<file path="src/rtl/writeback_unit_pkg.sv">
// writeback_unit_pkg: shared sequencer-state, load-size and FSM encodings for the writeback unit
package writeback_unit_pkg;
    localparam logic [5:0] ST_FETCH  = 6'b000001;
    localparam logic [5:0] ST_DECODE = 6'b000010;
    localparam logic [5:0] ST_EXEC   = 6'b000100;
    localparam logic [5:0] ST_MEM    = 6'b001000;
    localparam logic [5:0] ST_WB     = 6'b010000;
    localparam logic [1:0] LS_WORD = 2'b00;
    localparam logic [1:0] LS_HALF = 2'b01;
    localparam logic [1:0] LS_BYTE = 2'b10;
    localparam logic [4:0] REG_ZERO = 5'd0;
    typedef enum logic [2:0] {IDLE, ARMED, WAIT_MEM, READY, WRITE, DONE} wb_state_t;
    // reserved size 11 behaves as a word, so it needs full word alignment
    function automatic logic misaligned(input logic [1:0] ls, input logic [1:0] addr);
        return ls == LS_BYTE ? 1'b0 : ls == LS_HALF ? addr[0] : addr != 2'b00;
    endfunction
endpackage

</file>
<file path="src/rtl/writeback_unit_if.sv">
// writeback_unit_if: data-memory read return plus register-file write port and status pulses
interface writeback_unit_if #(
    parameter int DATA_W = 32,
    parameter int REG_AW = 5
);
    logic [DATA_W-1:0] mem_rdata;
    logic              mem_rvalid;
    logic              rf_we;
    logic [REG_AW-1:0] rf_waddr;
    logic [DATA_W-1:0] rf_wdata;
    logic              wb_done;
    logic              wb_err;
    modport master (input mem_rdata, mem_rvalid, output rf_we, rf_waddr, rf_wdata, wb_done, wb_err);
    modport slave (output mem_rdata, mem_rvalid, input rf_we, rf_waddr, rf_wdata, wb_done, wb_err);
endinterface

</file>
<file path="src/rtl/writeback_unit_load_extender.sv">
// writeback_unit_load_extender: little-endian lane select with sign/zero extension for loads
module writeback_unit_load_extender
    import writeback_unit_pkg::*;
#(
    parameter int DATA_W = 32
) (
    input  logic [1:0]        addr,
    input  logic [1:0]        load_size,
    input  logic              load_unsigned,
    input  logic [DATA_W-1:0] rdata,
    output logic [DATA_W-1:0] data
);
    logic [7:0]  b;
    logic [15:0] h;
    assign b = rdata[{addr, 3'b000} +: 8];
    assign h = rdata[{addr[1], 4'b0000} +: 16];
    assign data = load_size == LS_BYTE ? {{(DATA_W-8){~load_unsigned & b[7]}}, b}
                : load_size == LS_HALF ? {{(DATA_W-16){~load_unsigned & h[15]}}, h}
                : rdata;
endmodule

</file>
<file path="src/rtl/writeback_unit.sv">
// writeback_unit: captures EXEC results and load data, then issues one register-file write per instruction
module writeback_unit
    import writeback_unit_pkg::*;
#(
    parameter int DATA_W      = 32,
    parameter int REG_AW      = 5,
    parameter int STATE_W     = 6,
    parameter int MEM_TIMEOUT = 15
) (
    input  logic               clk,
    input  logic               rst_n,
    input  logic [STATE_W-1:0] state,
    input  logic               reg_write_in,
    input  logic               mem_to_reg,
    input  logic               reg_dst,
    input  logic [REG_AW-1:0]  instr_rt,
    input  logic [REG_AW-1:0]  instr_rd,
    input  logic [1:0]         load_size,
    input  logic               load_unsigned,
    input  logic [DATA_W-1:0]  alu_result,
    writeback_unit_if.master   wb
);
    localparam int CW = $clog2(MEM_TIMEOUT + 1);
    localparam logic [CW-1:0] CNT_LAST = CW'(MEM_TIMEOUT - 1);
    wb_state_t st, st_n;
    logic [CW-1:0] cnt, cnt_n;
    logic [REG_AW-1:0] dest;
    logic [DATA_W-1:0] alu_q, ld_q, ld_ext;
    logic [1:0] ls_q;
    logic rw_q, m2r_q, lu_q, err_n, fetch;
    assign fetch = state == ST_FETCH;
    writeback_unit_load_extender #(.DATA_W(DATA_W)) u_ext (
        .addr(alu_q[1:0]),
        .load_size(ls_q),
        .load_unsigned(lu_q),
        .rdata(wb.mem_rdata),
        .data(ld_ext)
    );
    always_comb begin
        st_n = st;
        cnt_n = cnt;
        err_n = 1'b0;
        case (st)
            IDLE: st_n = state == ST_EXEC ? ARMED : IDLE;
            ARMED: begin
                if (fetch) st_n = IDLE;
                else if (state == ST_MEM) begin
                    st_n = !m2r_q ? READY : misaligned(ls_q, alu_q[1:0]) ? IDLE : WAIT_MEM;
                    err_n = m2r_q & misaligned(ls_q, alu_q[1:0]);
                    cnt_n = '0;
                end else if (state == ST_WB && !m2r_q) st_n = WRITE;
            end
            WAIT_MEM: begin
                st_n = fetch ? IDLE : wb.mem_rvalid ? READY : cnt == CNT_LAST ? IDLE : WAIT_MEM;
                err_n = !fetch && !wb.mem_rvalid && cnt == CNT_LAST;
                cnt_n = cnt + 1'b1;
            end
            READY: st_n = fetch ? IDLE : state == ST_WB ? WRITE : READY;
            WRITE: st_n = DONE;
            default: st_n = IDLE;
        endcase
    end
    always_ff @(posedge clk or negedge rst_n) begin
        if (!rst_n) begin
            st <= IDLE;
            cnt <= '0;
        end else begin
            st <= st_n;
            cnt <= cnt_n;
        end
    end
    always_ff @(posedge clk or negedge rst_n) begin
        if (!rst_n) begin
            alu_q <= '0;
            ld_q <= '0;
            dest <= '0;
            ls_q <= '0;
            rw_q <= 1'b0;
            m2r_q <= 1'b0;
            lu_q <= 1'b0;
        end else begin
            if (st == IDLE && state == ST_EXEC) begin
                alu_q <= alu_result;
                rw_q <= reg_write_in;
                m2r_q <= mem_to_reg;
                ls_q <= load_size;
                lu_q <= load_unsigned;
                dest <= reg_dst ? instr_rd : instr_rt;
            end
            if (st == WAIT_MEM && st_n == READY) ld_q <= ld_ext;
        end
    end
    // outputs are registered off the next state so they line up with WRITE/DONE
    always_ff @(posedge clk or negedge rst_n) begin
        if (!rst_n) begin
            wb.rf_we <= 1'b0;
            wb.rf_waddr <= '0;
            wb.rf_wdata <= '0;
            wb.wb_done <= 1'b0;
            wb.wb_err <= 1'b0;
        end else begin
            wb.rf_we <= st_n == WRITE && rw_q && dest != REG_ZERO;
            wb.wb_done <= st_n == DONE;
            wb.wb_err <= err_n;
            if (st_n == WRITE) begin
                wb.rf_waddr <= dest;
                wb.rf_wdata <= m2r_q ? ld_q : alu_q;
            end
        end
    end
endmodule

</file>
<file path="src/flat_wrapper.sv">
// flat-port wrapper written by rule: the top's interface ports become plain ports
module writeback_unit_flat import writeback_unit_pkg::*;
#(
    parameter int DATA_W      = 32,
    parameter int REG_AW      = 5,
    parameter int STATE_W     = 6,
    parameter int MEM_TIMEOUT = 15
)
  (clk, rst_n, state, reg_write_in, mem_to_reg, reg_dst, instr_rt, instr_rd, load_size, load_unsigned, alu_result, wb_mem_rdata, wb_mem_rvalid, wb_rf_we, wb_rf_waddr, wb_rf_wdata, wb_wb_done, wb_wb_err);
  writeback_unit_if #(.DATA_W(DATA_W), .REG_AW(REG_AW)) wb_i ();
  input  logic clk;
  input  logic rst_n;
  input  logic [STATE_W-1:0] state;
  input  logic reg_write_in;
  input  logic mem_to_reg;
  input  logic reg_dst;
  input  logic [REG_AW-1:0] instr_rt;
  input  logic [REG_AW-1:0] instr_rd;
  input  logic [1:0] load_size;
  input  logic load_unsigned;
  input  logic [DATA_W-1:0] alu_result;
  input wire logic [$bits(wb_i.mem_rdata)-1:0] wb_mem_rdata;
  input wire logic [$bits(wb_i.mem_rvalid)-1:0] wb_mem_rvalid;
  output wire logic [$bits(wb_i.rf_we)-1:0] wb_rf_we;
  output wire logic [$bits(wb_i.rf_waddr)-1:0] wb_rf_waddr;
  output wire logic [$bits(wb_i.rf_wdata)-1:0] wb_rf_wdata;
  output wire logic [$bits(wb_i.wb_done)-1:0] wb_wb_done;
  output wire logic [$bits(wb_i.wb_err)-1:0] wb_wb_err;
  assign wb_i.mem_rdata = wb_mem_rdata;
  assign wb_i.mem_rvalid = wb_mem_rvalid;
  assign wb_rf_we = wb_i.rf_we;
  assign wb_rf_waddr = wb_i.rf_waddr;
  assign wb_rf_wdata = wb_i.rf_wdata;
  assign wb_wb_done = wb_i.wb_done;
  assign wb_wb_err = wb_i.wb_err;
  writeback_unit #(.DATA_W(DATA_W), .REG_AW(REG_AW), .STATE_W(STATE_W), .MEM_TIMEOUT(MEM_TIMEOUT)) u_core (.clk(clk), .rst_n(rst_n), .state(state), .reg_write_in(reg_write_in), .mem_to_reg(mem_to_reg), .reg_dst(reg_dst), .instr_rt(instr_rt), .instr_rd(instr_rd), .load_size(load_size), .load_unsigned(load_unsigned), .alu_result(alu_result), .wb(wb_i));
endmodule
</file>
<file path="config.mk">
export PLATFORM = sky130hd
export DESIGN_NAME = writeback_unit_flat
export DESIGN_NICKNAME = d
export VERILOG_FILES = /design/src/rtl/writeback_unit_pkg.sv /design/src/rtl/writeback_unit_if.sv /design/src/rtl/writeback_unit_load_extender.sv /design/src/rtl/writeback_unit.sv /design/src/flat_wrapper.sv
export SDC_FILE = /design/constraint.sdc
export NUM_CORES = 1
export LEC_CHECK = 0
export BUFFER_PORTS_ARGS = -buffer_cell sky130_fd_sc_hd__buf_2
export CAP_MARGIN = 10
export CORE_MARGIN = 10
export CORE_UTILIZATION = 55
export CTS_CLUSTER_DIAMETER = 50
export DETAILED_ROUTE_END_ITERATION = 10
export GPL_TIMING_DRIVEN = 0
export HOLD_SLACK_MARGIN = 0.08
export PLACE_DENSITY = 0.81
export SYNTH_ARGS = -nofsm -noshare
export SYNTH_HDL_FRONTEND = slang
export SYNTH_SLANG_ARGS = --single-unit
</file>
<file path="constraint.sdc">
create_clock -name clk -period 4 [get_ports clk]
set_clock_uncertainty 0.05 [all_clocks]
set_input_delay 0.6 -clock clk [delete_from_list [all_inputs] [get_ports clk]]
set_output_delay 0.6 -clock clk [all_outputs]
set_load 0.05 [all_outputs]
</file>
==> flow_summary.yaml, run 1 <==
cts:
  clkSinkCount: 121
  clockRootBuffer: "clkbuf_8"
  cts_resized: 0
  clock_path_buffers: 2
  clock_latency_ns: 0.54
  clk_pin_slew_ns: 0.06
  cts_tree: "yes"
  htree_levels: 4
  cts_buffers: 17
timing:
  hold_viol: 0
  max_freq_mhz: 433
  finalCritPeriodShare_pct: 57.7
  slew_violations: 0
  tns_ns: 0
  fin_crit_ns: 2.31
  worst_pin_slew_ns: 0.910
  rsz0062_at_grt: "no"
  finalSetupViolCount: 0
  hold_slack_ns: 0.241
  relSlewSlack_pct: 39.1
logic_synthesis:
  synth_largest_area_cell: "dfrtp_1"
  syn_area_um2: 5930
  synthArstFlopShare_pct: 100
  synth_top_area_share_pct: 51.0
  synth_top_flop_cell: "dfrtp_1"
  postSynthNetCount: 610
  yosysMostFrequentCell: "dfrtp_1"
  seq_area_frac_synth_pct: 51.0
  synth-edff-count: 0
  avgSynthCellArea_um2: 11.4
  syn_inst: 519
  ys_types: 47
  yosys_warnings: 0
  synth-seq-cells: 121
  ys_top_cells_by_area: "dfrtp_1, mux2_2, nand2_1, a21oi_1, mux4_2"
  netlist_top_cells_count: "dfrtp_1, mux2_2, nand2_1"
worst_setup_path:
  slowest_delay_ns: 0.71
  cp_data_required_time_ns: 4.32
  slowest_stage: "a31oi_1"
  path_class: "register to register"
  endpoint_kind: "register"
  arrival_ns: 2.63
  critPathMaxFanout: 10
  cp-start-kind: "register"
  path_cells: "clkbuf_1, nor3b_2, o311ai_2, a31oi_1, a21oi_1"
placement:
  dp.final_hpwl_mm: 12.0
  place_area_um2: 6770
  io_buffers: 127
  place_congestion: 0.970
  dp_cells: 783
global_routing:
  grt.total_usage_pct: 21.9
  antenna_found_initial: 2
  grt_pass1_vias: 4878
  grt_overflow: 0
  grt_pass1_wl_mm: 25.8
  grt_max_degree: 103
detailed_routing:
  drtAntennaViolNets: 0
  wire_per_inst_um: 20.1
  drt_iter0_drc: 380
  drt_first_pass_iters: 5
  viasPerCell: 5.76
  vias: 4709
  drc_errors: 0
  drt-total-wl_mm: 16.4
floorplanning:
  initial_utilization_pct: 56.9
  die_y_um: 124
  rows: 37
  core_um2: 10400
  die-area_um2: 15300
  ios: 129
  dieWidth_um: 124
layout:
  area_growth_pct: 24.6
  drive_gt1_share_pct: 42.1
  finish.instance_area_um2: 7390
  n_fill_cell: 749
  nets: 758
  finalNonFillerCells: 818
status:
  status: "completed"
power_and_ir_drop:
  powerDensity_nw_per_um2: 629
  vdd_drop_max_uv: 674
  cellLeakagePower_uw: 0.00366
  finalPower_uw: 4650
flow_run:
  maxCapViolCount: 0
worst_hold_path:
  hp-class: "input pin to register"
[cells by family (layout without fill, tap and decap cells)]
kind of cell             after synthesis  after routing  share of synthesized area [%]
AND/OR/NAND/NOR                      128            128                           10.4
AO/OA/AOI/OAI                        103            103                           10.9
multiplexers                         121            121                           24.0
flip-flops                           121            121                           51.0
other                                  0              2                              0
adder cells (fa/ha/maj)                2              2                          0.422
buffers and inverters                 44            205                           3.29
[placed cells by master, fill, tap and decap left out, drive strengths merged, types with 2 or more instances in the layout]
master and n:
nor2b 3, buf 143, mux4 6, clkinv 2, nand2 53, clkbuf 43, or2 2, a22o 7
mux2 108, nand2b 13, o311ai 2, mux2i 7, nand3 11, a21oi 39, nor3 5, clkinvlp 3
o311a 2, o22a 4, a31oi 11, nor2 30, bufinv 3, o21ai 25, a41oi 2, o2111ai 2
ha 2, dfrtp 121, inv 10, nand4 3, diode 2
[area by class of cell]
type                    count  area (µm²)  share of cell area (%)
well taps                 136         170                    2.30
multi-input cells         354        2710                    36.7
diodes                      2        5.00                  0.0677
clock buffers              22         463                    6.26
plain buffers              36         165                    2.24
flip-flops and latches    121        3030                    41.0
clock inverters            10         140                    1.90
repair buffers            129         679                    9.19
inverters                   8        30.0                   0.406
[metrics by stage]
step                util, %  setup WS [ns]
floorplan                 -           1.89
global placement       64.7          0.864
detailed placement     65.0           1.31
CTS                    70.9           1.66
global route           70.9           1.55
finish                 70.9           1.69
[power by group]
part	internal, µW	total [µW]	switching (µW)
Sequential	1560	1770	210
Clock	1000	1550	548
Combinational	580	1330	748
[metal layers]
metal  vias to the layer above  wire length, µm  global-route usage, %
met2                       190             8100                   35.7
li1                       2166                -                      -
met1                      2328             6760                   26.7
met5                         -                0                      0
met4                         0              242                   6.91
met3                        25             1330                   7.56
[state kept, by name, summed over array words and instances, names as in the netlist]
name,flops
u_core.lu_q,1
u_core.wb.wb_done,1
u_core.wb.rf_waddr,5
u_core.wb.rf_we,1
u_core.wb.wb_err,1
u_core.ld_q,32
u_core.rw_q,1
u_core.st,3
u_core.wb.rf_wdata,32
u_core.ls_q,2
u_core.cnt,4
u_core.alu_q,32
u_core.dest,5
u_core.m2r_q,1
[worst max-delay path: cells and delay by family, from the launching register on]
kind	cells	cell delay, ns
and+or+nand+nor	1	0.42
DFF	1	0.35
buffers and inverters	1	0.24
AOI/OAI and AO/OA	3	1.08
[path summary, 6_finish.rpt]
path	startpoint	to	slack, ns	depth (start not counted)
min in group asynchronous	rst_n	u_core.alu_q[23]	0.41	2
worst max-delay path	u_core.st[2]	u_core.ld_q[15]	1.69	5
worst max register to register	u_core.st[2]	u_core.ld_q[15]	1.69	5
worst min-delay path	alu_result[12]	u_core.alu_q[12]	0.24	2
worst min register to register	u_core.wb.rf_wdata[27]	u_core.wb.rf_wdata[27]	0.43	1
max in group asynchronous	rst_n	u_core.st[0]	2.73	3
[repair_timing]
action | in CTS | in global routing
hold endpoints to repair | 19 | 0
setup endpoints to repair | 0 | 0
setup buffers | 0 | 0
hold buffers | 1 | 0
Note: power is estimated with default switching activity, not from simulation.
==> inputs of run 2 (changes only) <==
--- a/config.mk
+++ b/config.mk
@@ -8,12 +8,12 @@
 export BUFFER_PORTS_ARGS = -buffer_cell sky130_fd_sc_hd__buf_2
 export CAP_MARGIN = 10
 export CORE_MARGIN = 10
-export CORE_UTILIZATION = 55
+export CORE_UTILIZATION = 49
 export CTS_CLUSTER_DIAMETER = 50
 export DETAILED_ROUTE_END_ITERATION = 10
 export GPL_TIMING_DRIVEN = 0
 export HOLD_SLACK_MARGIN = 0.08
-export PLACE_DENSITY = 0.81
+export PLACE_DENSITY = 0.76
 export SYNTH_ARGS = -nofsm -noshare
 export SYNTH_HDL_FRONTEND = slang
 export SYNTH_SLANG_ARGS = --single-unit
==> constraint.sdc (replaced) <==
create_clock -name clk -period 1.8 [get_ports clk]
set_clock_uncertainty 0.05 [all_clocks]
set_input_delay 0.27 -clock clk [delete_from_list [all_inputs] [get_ports clk]]
set_output_delay 0.27 -clock clk [all_outputs]
set_load 0.05 [all_outputs]
==> run 2 against run 1 <==
  * Combinational power increased by 140%
  * Power increased by 120%
  * Final cell count increased by 6.6%
  * Clock power increased by 96%
  * Die area increased by 10%
  * First-iteration DRC count decreased by 34%
  * Critical path type unchanged
==> flow_summary.yaml, run 2 (synthesis gave the netlist of run 1 again) <==
status:
  status: "completed"
placement:
  dp_cells: 794
  dp.final_hpwl_mm: 12.4
  io_buffers: 127
  place_congestion: 0.903
power_and_ir_drop:
  cellLeakagePower_uw: 0.00392
  power_frac_comb_pct: 31.5
  power_switching_uw: 3340
  sw_frac_of_total_pct: 32.7
  clkPwrFrac_pct: 29.7
  vdd_drop_max_uv: 763
  seqPwrFrac_pct: 38.8
  power.internal_uw: 6870
  powerDensity_nw_per_um2: 1270
timing:
  hold_viol: 0
  finalCritPeriodShare_pct: 99.9
  worst_pin_slew_ns: 0.611
  slew_violations: 0
  max_freq_mhz: 556
  fin_crit_ns: 1.80
  hold_slack_ns: 0.0869
  finalSetupViolCount: 0
  rsz0062_at_grt: "yes"
  relSlewSlack_pct: 59.2
worst_setup_path:
  arrival_ns: 2.05
  slowest_delay_ns: 0.44
  path_cells: "a21o_1, a211oi_4, buf_6, buf_12, mux2_1"
  worst-path-buf-inv: 2
  critPathMaxFanout: 10
  cp_data_required_time_ns: 2.05
  cpLargestDelayFamily: "compound AO/OA/AOI/OAI gates"
  cp-start-kind: "register"
  path_class: "register to register"
  endpoint_kind: "register"
  rr_startpoint: "u_core.m2r_q"
  worstSetupStartpoint: "u_core.m2r_q"
  slowest_stage: "dfrtp_2"
floorplanning:
  core_um2: 11900
  die_y_um: 130
  rows: 40
  die-area_um2: 16900
  dieWidth_um: 130
  initial_utilization_pct: 49.8
  ios: 129
detailed_routing:
  drt_first_pass_iters: 4
  drt-total-wl_mm: 17.0
  vias: 4892
  drc_errors: 0
  viasPerCell: 5.61
  wire_per_inst_um: 19.5
  drt_iter0_drc: 251
  drtAntennaViolNets: 0
global_routing:
  grt_pass1_wl_mm: 27.2
  grt_max_degree: 64
  grt_overflow: 0
  grt.total_usage_pct: 20.7
  antenna_found_initial: 3
  grt_pass1_vias: 5314
cts:
  clk_pin_slew_ns: 0.06
  clock_latency_ns: 0.41
  clkSinkCount: 121
  cts_buffers: 17
  cts_tree: "yes"
  clock_path_buffers: 2
  clockRootBuffer: "clkbuf_16"
  htree_levels: 4
layout:
  area_growth_pct: 35.1
  final_cell_mix: "buf_2, dfrtp_1, mux2_2"
  finalNonFillerCells: 872
  reg.largest.list: "u_core.alu_q: 32 flops, u_core.ld_q: 32 flops, u_core.wb.rf_wdata: 32 flops"
  n_fill_cell: 895
  nets: 804
  drive_gt1_share_pct: 45.4
  final_common_cell: "buf_2"
worst_hold_path:
  hold_start: "instr_rt[2]"
  hp-class: "input pin to register"
flow_run:
  maxCapViolCount: 0
[run 2: cell types whose count changed in the layout (fill, tap and decap cells not counted), sizes merged]
cell,delta
buf,+13
bufinv,-2
clkbuf,-6
clkinv,+5
clkinvlp,-1
diode,-1
dlygate4sd3,+37
inv,-2
[run 2: metrics by stage]
| stage | area, µm² | power [µW] | TNS (ns) | setup slack [ns] | utilization, % |
|---|---|---|---|---|---|
| after floorplan | 5930 | 5970 | 0 | 0.00917 | - |
| after global placement | 6750 | 6730 | -148.77 | -0.969 | 56.7 |
| after detailed placement | 6790 | 6850 | -34.59 | -0.581 | 57.0 |
| after global routing | 8020 | 10800 | -1.03 | -0.0554 | 67.3 |
| final | 8020 | 10200 | 0 | 0.00110 | 67.3 |
| after CTS | 7840 | 10100 | 0 | 0.000216 | 65.8 |
[run 2: what timing repair did]
item	4_1_cts	5_1_grt
hold endpoints to repair	99	0
hold buffers	38	0
resized for setup	34	44
pin swaps	3	4
buffers inserted	7	6
setup endpoints to repair	109	106
[run 2: area by class of cell]
class                   instances  area [µm²]  share of cell area [%]
multi-input cells             354        2850                    35.6
clock buffers                  20         447                    5.57
flip-flops and latches        121        3030                    37.8
inverters                       8        30.0                   0.375
well taps                     147         184                    2.29
plain buffers                  32         236                    2.95
clock inverters                10        80.1                   0.999
repair buffers                179        1150                    14.4
diodes                          1        2.50                  0.0312
[run 2: tightest hold or removal path, stage by stage]
cell and delay [ns]:
buf_2 0.08, mux2i_1 0.05, o21ai_0 0.12
[run 2: final timing paths]
path,slack [ns],to,cells after the start
hold reg to reg,0.43,u_core.wb.rf_waddr[4],1
max in group asynchronous,0.62,u_core.st[2],3
hold / removal,0.09,u_core.dest[2],3
min in group asynchronous,0.37,u_core.wb.rf_wdata[7],2
setup reg to reg,0.001,u_core.wb.rf_wdata[28],5
setup / recovery,0.001,u_core.wb.rf_wdata[28],5
[run 2: layer usage]
layer  wire, µm  global-route usage, %
met1       6880                   24.6
met3       1180                   5.52
met5         21                      0
met4        345                   8.40
met2       8570                   34.8
[run 2: power by group through the flow]
stage,sequential [µW],combinational [µW],clock (µW)
after floorplan,4060,1920,0
after global routing,4050,3540,3200
after global placement,3920,2820,0
final,3960,3210,3040
after detailed placement,3960,2890,0
after CTS,3950,3080,3090
